$ cat config.mk
export PLATFORM = sky130hd
export DESIGN_NAME = turn_scheduler
export DESIGN_NICKNAME = d
export VERILOG_FILES = /design/src/rtl/rover_pkg.sv /design/src/rtl/turn_timer.sv /design/src/rtl/turn_scheduler.sv
export SDC_FILE = /design/constraint.sdc
export NUM_CORES = 1
export LEC_CHECK = 0
export ABC_CLOCK_PERIOD_IN_PS = 6900
export CAP_MARGIN = 40
export CORE_ASPECT_RATIO = 0.75
export CORE_MARGIN = 2
export CORE_UTILIZATION = 59
export CTS_BUF_LIST = sky130_fd_sc_hd__clkbuf_8 sky130_fd_sc_hd__clkbuf_16
export CTS_CLUSTER_DIAMETER = 40
export DETAILED_ROUTE_END_ITERATION = 8
export GPL_TIMING_DRIVEN = 1
export PLACE_DENSITY = 0.85
export SYNTH_ARGS = -nofsm -noshare
export SYNTH_HDL_FRONTEND = slang
export SYNTH_SLANG_ARGS = --single-unit
export TNS_END_PERCENT = 100
$ cat constraint.sdc
create_clock -name clock -period 6.9 [get_ports clock]
set_input_delay 0.69 -clock clock [delete_from_list [all_inputs] [get_ports clock]]
set_output_delay 0.69 -clock clock [all_outputs]
set_load 0.005 [all_outputs]
$ cat src/rtl/rover_pkg.sv
// Shared H-bridge encodings, direction codes and scheduler state type.
package rover_pkg;

  localparam logic [3:0] HB_STOP  = 4'b0000;
  localparam logic [3:0] HB_LEFT  = 4'b1010;
  localparam logic [3:0] HB_RIGHT = 4'b0101;

  localparam logic DIR_LEFT  = 1'b0;
  localparam logic DIR_RIGHT = 1'b1;

  typedef enum logic [2:0] {
    ST_IDLE,
    ST_BRAKE,
    ST_TURN,
    ST_SETTLE,
    ST_DONE
  } state_t;

  function automatic logic [3:0] turn_pattern(input logic dir);
    logic [3:0] pat;
    case (dir)
      DIR_LEFT:  pat = HB_LEFT;
      DIR_RIGHT: pat = HB_RIGHT;
      default:   pat = HB_STOP;
    endcase
    return pat;
  endfunction

endpackage

$ cat src/rtl/turn_timer.sv
// Phase down-counter: load (length - 1) on phase entry, count down to zero and hold there.
// zero is high on the last clock of the phase; load has priority over the decrement.
module turn_timer #(
  parameter int CNT_W = 28
) (
  input  logic             clock,
  input  logic             reset,
  input  logic             load,
  input  logic [CNT_W-1:0] load_val,
  output logic             zero
);

  logic [CNT_W-1:0] cnt_q, cnt_d;

  always_comb begin
    cnt_d = cnt_q;
    if (load) begin
      cnt_d = load_val;
    end else if (cnt_q != '0) begin
      cnt_d = cnt_q - CNT_W'(1);
    end
  end

  always_ff @(posedge clock) begin
    if (!reset) begin
      cnt_q <= '0;
    end else begin
      cnt_q <= cnt_d;
    end
  end

  assign zero = (cnt_q == '0);

endmodule

$ cat src/rtl/turn_scheduler.sv
// Arbitrates two turn requesters and runs brake/turn/settle/done manoeuvres on the H-bridge.
// Optional TURN_PWM_EN: PWM-modulates the turn pattern with turn_duty; default build drives it fully on.
module turn_scheduler
  import rover_pkg::*;
#(
  parameter int CNT_W         = 28,
  parameter int BRAKE_CYCLES  = 5000000,
  parameter int SHORT_CYCLES  = 20000000,
  parameter int LONG_CYCLES   = 40000000,
  parameter int SETTLE_CYCLES = 5000000
) (
  input  logic       clock,
  input  logic       reset,
  input  logic [3:0] drive_cmd,
  input  logic [1:0] req_valid,
  input  logic [1:0] req_dir,
  input  logic [1:0] req_long,
  output logic [1:0] req_ready,
  input  logic       abort,
  input  logic [7:0] turn_duty,
  output logic [3:0] h_bridge,
  output logic       busy,
  output logic       turning_long,
  output logic       turn_done
);

  localparam logic [CNT_W-1:0] BRAKE_LD  = CNT_W'(BRAKE_CYCLES - 1);
  localparam logic [CNT_W-1:0] SHORT_LD  = CNT_W'(SHORT_CYCLES - 1);
  localparam logic [CNT_W-1:0] LONG_LD   = CNT_W'(LONG_CYCLES - 1);
  localparam logic [CNT_W-1:0] SETTLE_LD = CNT_W'(SETTLE_CYCLES - 1);

  state_t           state_q, state_d;
  logic             dir_q, dir_d;
  logic             long_q, long_d;
  logic [3:0]       h_bridge_q, h_bridge_d;
  logic [1:0]       req_ready_q, req_ready_d;
  logic             turning_long_q, turning_long_d;
  logic             tmr_load;
  logic [CNT_W-1:0] tmr_val;
  logic             tmr_zero;
  logic             turn_on;

  turn_timer #(.CNT_W(CNT_W)) u_timer (
    .clock    (clock),
    .reset    (reset),
    .load     (tmr_load),
    .load_val (tmr_val),
    .zero     (tmr_zero)
  );

  always_comb begin
    state_d     = state_q;
    dir_d       = dir_q;
    long_d      = long_q;
    req_ready_d = 2'b00;
    tmr_load    = 1'b0;
    tmr_val     = '0;
    case (state_q)
      ST_IDLE: begin
        if (req_valid[0]) begin
          req_ready_d = 2'b01;
          dir_d       = req_dir[0];
          long_d      = req_long[0];
        end else if (req_valid[1]) begin
          req_ready_d = 2'b10;
          dir_d       = req_dir[1];
          long_d      = req_long[1];
        end
        if (req_ready_d != 2'b00) begin
          state_d  = ST_BRAKE;
          tmr_load = 1'b1;
          tmr_val  = BRAKE_LD;
        end
      end
      ST_BRAKE: begin
        // abort outranks a same-edge expiry so SETTLE always starts with a full timer
        if (abort) begin
          state_d  = ST_SETTLE;
          tmr_load = 1'b1;
          tmr_val  = SETTLE_LD;
        end else if (tmr_zero) begin
          state_d  = ST_TURN;
          tmr_load = 1'b1;
          tmr_val  = long_q ? LONG_LD : SHORT_LD;
        end
      end
      ST_TURN: begin
        if (abort || tmr_zero) begin
          state_d  = ST_SETTLE;
          tmr_load = 1'b1;
          tmr_val  = SETTLE_LD;
        end
      end
      ST_SETTLE: begin
        if (tmr_zero) begin
          state_d = ST_DONE;
        end
      end
      ST_DONE: state_d = ST_IDLE;
      default: state_d = ST_IDLE;
    endcase
  end

`ifdef TURN_PWM_EN
  logic [7:0] pwm_cnt_q, pwm_cnt_d;

  // Counter value that will be live in the next TURN cycle; zero on entry.
  always_comb begin
    pwm_cnt_d = 8'd0;
    if (state_d == ST_TURN && state_q == ST_TURN) begin
      pwm_cnt_d = pwm_cnt_q + 8'd1;
    end
  end

  always_ff @(posedge clock) begin
    if (!reset) begin
      pwm_cnt_q <= 8'd0;
    end else begin
      pwm_cnt_q <= pwm_cnt_d;
    end
  end

  assign turn_on = (pwm_cnt_d < turn_duty);
`else
  logic unused_duty;
  assign unused_duty = ^turn_duty;
  assign turn_on     = 1'b1;
`endif

  // Outputs are registered from the next state so the pins change on the transition edge.
  always_comb begin
    h_bridge_d     = HB_STOP;
    turning_long_d = 1'b0;
    case (state_d)
      ST_IDLE: h_bridge_d = drive_cmd;
      ST_TURN: begin
        h_bridge_d     = turn_on ? turn_pattern(dir_d) : HB_STOP;
        turning_long_d = long_d;
      end
      default: h_bridge_d = HB_STOP;
    endcase
  end

  always_ff @(posedge clock) begin
    if (!reset) begin
      state_q        <= ST_IDLE;
      dir_q          <= 1'b0;
      long_q         <= 1'b0;
      h_bridge_q     <= HB_STOP;
      req_ready_q    <= 2'b00;
      turning_long_q <= 1'b0;
    end else begin
      state_q        <= state_d;
      dir_q          <= dir_d;
      long_q         <= long_d;
      h_bridge_q     <= h_bridge_d;
      req_ready_q    <= req_ready_d;
      turning_long_q <= turning_long_d;
    end
  end

  assign h_bridge     = h_bridge_q;
  assign req_ready    = req_ready_q;
  assign turning_long = turning_long_q;
  assign busy         = (state_q != ST_IDLE);
  assign turn_done    = (state_q == ST_DONE);

endmodule

==> impl_metrics.yaml, run 1 <==
status:
  status: "finished, final reports clean"
synth:
  syn_area_per_cell_um2: 8.43
  yosys_warnings: 0
  synth-edff-count: 0
  synth_top_area_share_pct: 36.4
  synth_seq_cells: 40
  ys_top_cells_by_area: "dfxtp_1 (36%), a21oi_1 (5.5%), o21ai_0 (4.8%)"
  syn_nets: 283
  yosysSeqAreaShare_pct: 36.4
  async_reset_ff_share_pct: 0
  ys_types: 59
  netlist_area_um2: 2200
  synth_ff_type: "dfxtp_1"
  synth_largest_area_cell: "dfxtp_1"
  syn_inst: 261
detailed_routing:
  wl_per_cell_um: 15.6
  detailedRoute.firstPassIterationCount: 4
  via_count: 2033
  vias_per_cell: 6.20
  detail-route-antenna-nets: 0
  wirelength_um: 5110
  initialDrtViolationCount: 129
  drcViolationCount: 0
cts:
  postCtsResizedCells: 0
  clkTransAtPathRegs_ps: 80
  cts-buffers-inserted: 5
  cts.sinks: 40
  htreeDepth: 2
  cts_setup_buffers: 0
  cts_tree: "done"
  root_buffer: "clkbuf_8"
  clockBufferDepth: 2
  cts_hold_buf: 0
  clk_latency_ps: 300
finish:
  diodes: 0
  layout_commonest_cell: "dfxtp_1"
  drive_gt1_share_pct: 9.78
  layout_common_cells: "dfxtp_1 (40), a21oi_1 (24), o21ai_0 (21), clkdlybuf4s50_1 (21), nand2_1 (15)"
  nNetsFinal: 297
  synthToLayoutAreaGrowth_pct: 13.5
global_routing:
  antenna_found_initial: 0
  grt_pass1_wl_um: 8460
  grt_use_total_pct: 26.5
  grt_max_degree: 25
  grt_pass1_vias: 1857
  grt_overflow: 0
pwr:
  cellPowerDensity_nw_per_um2: 208
  power_uw: 520
  leakage_uw: 0.000917
  irDropWorstVdd_mv: 0.161
sta:
  worst_slew_pin_slew_ps: 793
  setup_viol: 0
  slew_headroom_pct: 46.8
  setup_tns_ps: 0
  min_period_ps: 2910
  skew_ps: 6.82
  drv_slew: 0
  finalHoldViolations: 0
  hold-worst-slack_ps: 484
  post-route-period-util_pct: 42.2
  max_freq_mhz: 344
  grt_setup_unrepaired: "false"
worst_setup_path:
  reg2reg_depth: 5
  end_kind: "flip-flop"
  required_ps: 7130
  r2r-end: "u_timer.cnt_q[10]"
  crit_arrival_ps: 3140
  start_kind: "flip-flop"
  crit_chain: "or4_1 > nor4b_2 > and3_1 > nand2_1 > a21oi_1"
  reg2reg_slack_ps: 3990
  cp_max_fo: 19
  max_stage_delay_ps: 730
  cpMaxStageDelayCell: "and3_1"
  path_class: "flip-flop to flip-flop"
  rr_startpoint: "u_timer.cnt_q[8]"
hold_path:
  hold-path-endpoint: "u_timer.cnt_q[23]"
  min_path_type: "flip-flop to flip-flop"
  min_path_cells: 2
  hp-start: "u_timer.cnt_q[23]"
floorplan:
  core_um2: 3610
  start_util_pct: 60.9
  die_w_um: 74.5
  rows: 19
  die_y_um: 56.9
  ios: 30
  die_area_um2: 4240
placed_design:
  numPortBuffers: 21
  hpwl_um: 3660
  routabilityCongestion: 0.821
flow_run:
  maxCapViolCount: 0
==> metrics by stage <==
| step | area [µm²] | std cells | util, % | setup WS [ps] |
|---|---|---|---|---|
| 2_1_floorplan | 2200 | 261 | - | 4510 |
| 5_1_grt | 2500 | 328 | 69.1 | 3780 |
| 4_1_cts | 2500 | 328 | 69.1 | 4030 |
| 3_3_place_gp | 2410 | 320 | 66.6 | 4010 |
| 6_report | 2500 | 328 | 69.1 | 3990 |
| 3_5_place_dp | 2410 | 320 | 66.6 | 3970 |
==> cells in the mapped netlist, types with 2 or more instances <==
| cell type | n |
|---|---|
| o21ai_0 | 21 |
| clkbuf_1 | 11 |
| a21oi_1 | 24 |
| nor2_1 | 10 |
| dfxtp_1 | 40 |
| or2_1 | 2 |
| buf_4 | 2 |
| o31a_1 | 7 |
| nand4_1 | 2 |
| nor3_1 | 10 |
| or3_4 | 2 |
| or2_2 | 4 |
| buf_6 | 2 |
| o41ai_1 | 2 |
| o211ai_1 | 2 |
| nor4_1 | 11 |
| xnor2_1 | 4 |
| a31oi_1 | 2 |
| a21o_1 | 4 |
| nand2b_1 | 4 |
| nand2_1 | 15 |
| a21bo_2 | 2 |
| a21boi_0 | 3 |
| or4_1 | 6 |
| and3_1 | 2 |
| nand3_1 | 3 |
| o21a_1 | 7 |
| nand3b_1 | 2 |
| or4_4 | 2 |
| inv_1 | 11 |
| nor2b_1 | 2 |
| a21boi_1 | 4 |
| or3_1 | 5 |
| xor2_1 | 3 |
| o31ai_1 | 3 |
| nor4b_2 | 2 |
==> final cells by class <==
cell class,count,area (µm²)
Clock buffer,6,82.6
Clock inverter,2,7.51
Fill cell,315,1120
Inverter,11,41.3
Multi-Input combinational cell,194,1270
Sequential cell,40,801
Tap cell,52,65.1
Timing Repair Buffer,23,225
==> worst max-delay path: cells and delay by family (launching register included) <==
family / cells / cell delay (ps)
DFF: 1 / 370
AOI/OAI and AO/OA: 1 / 230
and+or+nand+nor: 4 / 2240
==> registers in the layout, summed over array words and instances, names as in the netlist <==
register       count
dir_q              1
h_bridge           4
long_q             1
req_ready          2
state_q            3
turning_long       1
u_timer.cnt_q     28
==> cells by family (layout without fill, tap and decap cells) <==
kind of cell / after synthesis / in the layout / share of synthesized area (%)
muxes: 2 / 2 / 0.967
buffers and inverters: 27 / 42 / 5.63
xor gates and xnor gates: 7 / 7 / 2.79
adders and majority gates: 1 / 1 / 0.569
and+or+nand+nor: 93 / 93 / 26.2
AOI/OAI and AO/OA: 91 / 91 / 27.4
DFF: 40 / 40 / 36.4
==> routing by layer <==
| layer | routed length [µm] | share of wire [%] | track usage [%] | vias up |
|---|---|---|---|---|
| met5 | 0 | 0 | 0 | - |
| met4 | 93 | 1.8 | 12.0 | 0 |
| met3 | 466 | 9.1 | 6.82 | 9 |
| met2 | 2320 | 46 | 39.3 | 77 |
| met1 | 2220 | 44 | 36.0 | 947 |
| li1 | - | - | - | 1000 |
==> report_power, final <==
part	total, µW	internal (µW)	switching, µW
logic	103	45.6	57.6
registers	259	244	14.6
clock network	159	78.6	80.1
==> how the worst max path moves through the flow <==
| stage | startpoint | end | slack, ps | cells past startpoint |
|---|---|---|---|---|
| after floorplan | u_timer.cnt_q[0] | u_timer.cnt_q[14] | 4510 | 9 |
| after global placement | req_valid[1] | u_timer.cnt_q[15] | 4010 | 7 |
| after detailed placement | req_valid[1] | u_timer.cnt_q[23] | 3970 | 7 |
| after CTS | u_timer.cnt_q[8] | u_timer.cnt_q[24] | 4030 | 5 |
| after global routing | u_timer.cnt_q[8] | u_timer.cnt_q[10] | 3780 | 5 |
| final | u_timer.cnt_q[8] | u_timer.cnt_q[10] | 3990 | 5 |
Note: power is estimated with default switching activity, not from simulation.
==> run 2, diff against run 1 <==
--- a/config.mk
+++ b/config.mk
@@ -5,16 +5,16 @@
 export SDC_FILE = /design/constraint.sdc
 export NUM_CORES = 1
 export LEC_CHECK = 0
-export ABC_CLOCK_PERIOD_IN_PS = 6900
+export ABC_CLOCK_PERIOD_IN_PS = 2900
 export CAP_MARGIN = 40
 export CORE_ASPECT_RATIO = 0.75
 export CORE_MARGIN = 2
-export CORE_UTILIZATION = 59
+export CORE_UTILIZATION = 54
 export CTS_BUF_LIST = sky130_fd_sc_hd__clkbuf_8 sky130_fd_sc_hd__clkbuf_16
 export CTS_CLUSTER_DIAMETER = 40
 export DETAILED_ROUTE_END_ITERATION = 8
 export GPL_TIMING_DRIVEN = 1
-export PLACE_DENSITY = 0.85
+export PLACE_DENSITY = 0.79
 export SYNTH_ARGS = -nofsm -noshare
 export SYNTH_HDL_FRONTEND = slang
 export SYNTH_SLANG_ARGS = --single-unit
==> constraint.sdc (replaced) <==
create_clock -name clock -period 2.9 [get_ports clock]
set_input_delay 0.29 -clock clock [delete_from_list [all_inputs] [get_ports clock]]
set_output_delay 0.29 -clock clock [all_outputs]
set_load 0.005 [all_outputs]
==> impl_metrics.yaml, run 2 (same netlist as run 1, synthesis figures left out) <==
status:
  status: "finished, final reports clean"
worst_setup_path:
  path_class: "flip-flop to flip-flop"
  start_kind: "flip-flop"
  path_buf_inv: 1
  max_stage_delay_ps: 610
  cp_max_fo: 17
  r2r-end: "u_timer.cnt_q[24]"
  crit_chain: "or4_1 > nor4b_2 > and3_1 > buf_4 > nand2_1 > a21oi_1"
  reg2reg_slack_ps: 290
  crit_arrival_ps: 2830
  cpMaxStageDelayCell: "nor4b_2"
  required_ps: 3120
  end_kind: "flip-flop"
  rr_startpoint: "u_timer.cnt_q[8]"
  crit_family: "simple AND/OR/NAND/NOR gates"
  reg2reg_depth: 6
sta:
  worst_slew_pin_slew_ps: 637
  setup_viol: 0
  skew_ps: 5.44
  max_freq_mhz: 383
  setup_tns_ps: 0
  finalHoldViolations: 0
  min_period_ps: 2610
  drv_slew: 0
  timing.final.ws_setup_ps: 291
  grt_setup_unrepaired: "false"
  post-route-period-util_pct: 90.0
  slew_headroom_pct: 57.4
cts:
  cts_tree: "done"
  cts_setup_buffers: 0
  clockBufferDepth: 2
  clk_latency_ps: 290
  postCtsResizedCells: 0
  cts-buffers-inserted: 5
  htreeDepth: 2
  cts.sinks: 40
  clkTransAtPathRegs_ps: 70
  cts_hold_buf: 0
  root_buffer: "clkbuf_8"
detailed_routing:
  wirelength_um: 5060
  via_count: 2026
  detailedRoute.firstPassIterationCount: 5
  detail-route-antenna-nets: 0
  initialDrtViolationCount: 211
  vias_per_cell: 6.07
  wl_per_cell_um: 15.2
  drcViolationCount: 0
flow_run:
  maxCapViolCount: 0
finish:
  nNetsFinal: 301
  diodes: 0
  fill_cells: 361
  regMostFlops: "u_timer.cnt_q"
  drive_gt1_share_pct: 11.1
  largest_register_ff_count: 28
  layout_commonest_cell: "dfxtp_1"
  synthToLayoutAreaGrowth_pct: 15.1
  stdcell_count: 334
  layout_common_cells: "dfxtp_1 (40), a21oi_1 (24), o21ai_0 (21), clkdlybuf4s50_1 (21), nand2_1 (15)"
pwr:
  cellPowerDensity_nw_per_um2: 478
  leakage_uw: 0.000932
  irDropWorstVdd_mv: 0.346
global_routing:
  antenna_found_initial: 0
  grt_overflow: 0
  grt_pass1_wl_um: 8630
  grt_max_degree: 25
  grt_pass1_vias: 1795
  grt_use_total_pct: 24.2
floorplan:
  ios: 30
  die_w_um: 77.7
  die_area_um2: 4600
  rows: 20
  core_um2: 3980
  start_util_pct: 55.3
  die_y_um: 59.3
placed_design:
  hpwl_um: 3730
  dp_cells: 327
  pre_cts_ws_ps: 348
  numPortBuffers: 21
  routabilityCongestion: 0.882
hold_path:
  min_path_type: "flip-flop to flip-flop"
  hp-start: "u_timer.cnt_q[23]"
  hold-path-endpoint: "u_timer.cnt_q[23]"
  min_path_cells: 2
==> run 2: power breakdown <==
| part | internal (µW) | switching (µW) |
|---|---|---|
| Sequential | 580 | 35.5 |
| Combinational | 117 | 137 |
| Clock | 160 | 179 |
| Total | 857 | 352 |
==> run 2: worst max-delay path by stage <==
| stage | from | end | slack [ps] | cells after the start |
|---|---|---|---|---|
| after floorplan | u_timer.cnt_q[0] | u_timer.cnt_q[14] | 510 | 9 |
| after global placement | u_timer.cnt_q[0] | u_timer.cnt_q[22] | 390 | 7 |
| after detailed placement | u_timer.cnt_q[0] | u_timer.cnt_q[13] | 350 | 7 |
| after CTS | u_timer.cnt_q[8] | u_timer.cnt_q[13] | 340 | 6 |
| after global routing | u_timer.cnt_q[8] | u_timer.cnt_q[24] | 140 | 6 |
| final | u_timer.cnt_q[8] | u_timer.cnt_q[24] | 290 | 6 |
==> run 2: through the flow <==
stage	hold slack, ps	instance area, µm²	util [%]	power (µW)
4_1_cts	489	2530	63.6	1220
2_1_floorplan	438	2200	-	796
6_report	485	2530	63.6	1210
5_1_grt	514	2530	63.6	1280
3_3_place_gp	468	2450	61.7	872
3_5_place_dp	474	2450	61.7	879
==> run 2: area by class of cell <==
cell class | count | area (µm²) | area share (%)
Clock buffer | 5 | 68.8 | 2.72
Clock inverter | 2 | 8.76 | 0.346
Inverter | 11 | 41.3 | 1.63
Multi-Input combinational cell | 194 | 1270 | 50.4
Sequential cell | 40 | 801 | 31.6
Tap cell | 55 | 68.8 | 2.72
Timing Repair Buffer | 27 | 268 | 10.6
==> run 2: routing by layer <==
layer  up-vias  share of wire [%]  global-route usage [%]
li1       1016                  -                       -
met1       935                 48                    33.9
met2        70                 44                    37.8
met3         5                6.8                    4.57
met4         0                1.0                    8.42
met5         -                  0                       0
==> run 2: worst min-delay path: cells and delay by family, from the launching register on <==
family | cells | cell delay [ps]
AOI/OAI and AO/OA | 2 | 110
DFF | 1 | 320
==> run 3, diff against run 2 <==
--- a/config.mk
+++ b/config.mk
@@ -5,11 +5,12 @@
 export SDC_FILE = /design/constraint.sdc
 export NUM_CORES = 1
 export LEC_CHECK = 0
+export ABC_AREA = 1
 export ABC_CLOCK_PERIOD_IN_PS = 2900
 export CAP_MARGIN = 40
 export CORE_ASPECT_RATIO = 0.75
 export CORE_MARGIN = 2
-export CORE_UTILIZATION = 54
+export CORE_UTILIZATION = 55
 export CTS_BUF_LIST = sky130_fd_sc_hd__clkbuf_8 sky130_fd_sc_hd__clkbuf_16
 export CTS_CLUSTER_DIAMETER = 40
 export DETAILED_ROUTE_END_ITERATION = 8
==> impl_metrics.yaml, run 3 <==
detailed_routing:
  wirelength_um: 5190
  vias_per_cell: 5.17
  detailedRoute.firstPassIterationCount: 4
  wl_per_cell_um: 12.4
  detail-route-antenna-nets: 0
  initialDrtViolationCount: 158
  drcViolationCount: 0
  via_count: 2165
global_routing:
  grt_pass1_wl_um: 8780
  grt_pass1_vias: 1988
  antenna_found_initial: 0
  grt_overflow: 0
  grt_max_degree: 23
  grt_use_total_pct: 24.0
cts:
  cts_tree: "done"
  clkTransAtPathRegs_ps: 80
  postCtsResizedCells: 0
  cts-buffers-inserted: 5
  clockBufferDepth: 2
  clk_latency_ps: 300
  cts.sinks: 40
  cts_hold_buf: 0
  root_buffer: "clkbuf_8"
  htreeDepth: 2
  cts_setup_buffers: 0
worst_setup_path:
  path_buf_inv: 3
  cp.depth: 14
  rr_startpoint: "u_timer.cnt_q[0]"
  crit_chain: "inv_1 > ha_1 > inv_2 > nor2_8 > nand2_4 > nor2_4 > nand2_4 > nand2_2 > o21ai_2 > nand2_4 > inv_4 > nand2_4 > nand2_4 > a21oi_1"
  cp_common_cell: "nand2_4"
  crit_family: "simple AND/OR/NAND/NOR gates"
  cpMaxStageDelayCell: "dfxtp_1"
  cp_max_fo: 18
  endpoint: "u_timer.cnt_q[8]"
  end_kind: "flip-flop"
  crit_arrival_ps: 2510
  reg2reg_slack_ps: 620
  r2r-end: "u_timer.cnt_q[8]"
  start_kind: "flip-flop"
  required_ps: 3140
  cp-startpoint: "u_timer.cnt_q[0]"
  max_stage_delay_ps: 310
  reg2reg_depth: 14
  path_class: "flip-flop to flip-flop"
sta:
  finalHoldViolations: 0
  grt_setup_unrepaired: "false"
  drv_slew: 0
  slew_headroom_pct: 50.0
  setup_viol: 0
  timing.final.ws_setup_ps: 622
  skew_ps: 8.51
  setup_tns_ps: 0
  min_period_ps: 2280
  post-route-period-util_pct: 78.6
  max_freq_mhz: 439
  worst_slew_pin_slew_ps: 750
synth:
  ys_top_cells_by_area: "dfxtp_1 (34%), nand2_1 (11%), nor2_1 (7.7%)"
  synth_seq_cells: 40
  ys_types: 37
  async_reset_ff_share_pct: 0
  synth-edff-count: 0
  yosys_warnings: 0
  syn_nets: 364
  yosysMostFrequentCell: "nand2_1"
  synth_top_area_share_pct: 34.2
  netlist_area_um2: 2340
  synth_largest_area_cell: "dfxtp_1"
  syn_inst: 342
  synthTopCellsByCount: "nand2_1 (69), nor2_1 (48), dfxtp_1 (40)"
  yosysSeqAreaShare_pct: 34.2
  synth_ff_type: "dfxtp_1"
  syn_area_per_cell_um2: 6.85
placed_design:
  routabilityCongestion: 0.941
  hpwl_um: 3910
  numPortBuffers: 21
  place_area_um2: 2570
  pre_cts_ws_ps: 650
floorplan:
  die_y_um: 60.5
  ios: 30
  core_um2: 4080
  die_area_um2: 4800
  die_w_um: 79.4
  start_util_pct: 57.4
  rows: 20
status:
  status: "finished, final reports clean"
finish:
  largest_register_ff_count: 28
  stdcell_area_um2: 2660
  layout_common_cells: "nand2_1 (69), nor2_1 (48), dfxtp_1 (40), inv_1 (39), nand3_1 (24)"
  seqCellArea_um2: 801
  drive_gt1_share_pct: 15.4
  regMostFlops: "u_timer.cnt_q"
  multi_input_area_um2: 1280
  fill_cells: 358
  nNetsFinal: 385
  layout_commonest_cell: "nand2_1"
  diodes: 0
  synthToLayoutAreaGrowth_pct: 13.5
pwr:
  power_uw: 1560
  leakage_uw: 0.00122
  irDropWorstVdd_mv: 0.344
  cellPowerDensity_nw_per_um2: 586
hold_path:
  min_path_type: "flip-flop to flip-flop"
flow_run:
  maxCapViolCount: 0
[run 3: cell types whose count changed after synthesis, moves of 6 or more]
cell | previous run | this run
inv_1 | 11 | 37
o21a_1 | 7 | 0
nand2_4 | 0 | 6
nand2_1 | 15 | 69
clkbuf_1 | 11 | 2
nand3_1 | 3 | 24
inv_2 | 0 | 15
o21ai_0 | 21 | 12
nor2_2 | 0 | 6
nor4_1 | 11 | 2
or4_1 | 6 | 0
nor2_1 | 10 | 48
o31a_1 | 7 | 0
[run 3: where the power goes]
group,leakage [µW],internal (µW),switching (µW)
clock network,0.0000538,187,206
logic,0.000835,185,329
registers,0.000328,606,45.1
[run 3: area by class of cell]
type	count	share of cell area, %
Clock inverter	2	0.282
Tap cell	55	2.59
Multi-Input combinational cell	241	48.2
Sequential cell	40	30.1
Clock buffer	6	3.11
Inverter	54	7.82
Timing Repair Buffer	21	7.91
[run 3: cells by family after synthesis]
family                     share of synthesized area [%]
adders and majority gates                          0.534
AOI/OAI and AO/OA                                   10.7
xor gates and xnor gates                            3.37
DFF                                                 34.2
buffers and inverters                               11.2
and+or+nand+nor                                     40.0
[run 3: stage by stage]
step | util [%] | cells | hold WS, ps
after floorplan | - | 342 | 368
after global placement | 62.9 | 411 | 491
after detailed placement | 62.9 | 411 | 500
after CTS | 65.2 | 419 | 519
after global routing | 65.2 | 419 | 549
final | 65.2 | 419 | 513
[run 3: tightest hold or removal path: stages (launching register included)]
cell and delay (ps):
dfxtp_1 330, nand2_1 70, a21oi_1 70
[run 3: how the worst min path moves through the flow]
| stage | from | to | slack, ps | depth (start not counted) |
|---|---|---|---|---|
| 2_1_floorplan | req_valid[0] | req_ready[1] | 370 | 1 |
| 3_3_place_gp | long_q | long_q | 490 | 2 |
| 3_5_place_dp | long_q | long_q | 500 | 2 |
| 4_1_cts | long_q | long_q | 520 | 2 |
| 5_1_grt | long_q | long_q | 550 | 2 |
| 6_report | long_q | long_q | 510 | 2 |
[run 3: metal layers]
layer	vias up	GRT usage, %	wire length (µm)
li1	1127	-	-
met1	971	33.2	2580
met2	61	37.7	2190
met3	6	4.32	357
met4	0	10.1	62
met5	-	0	0
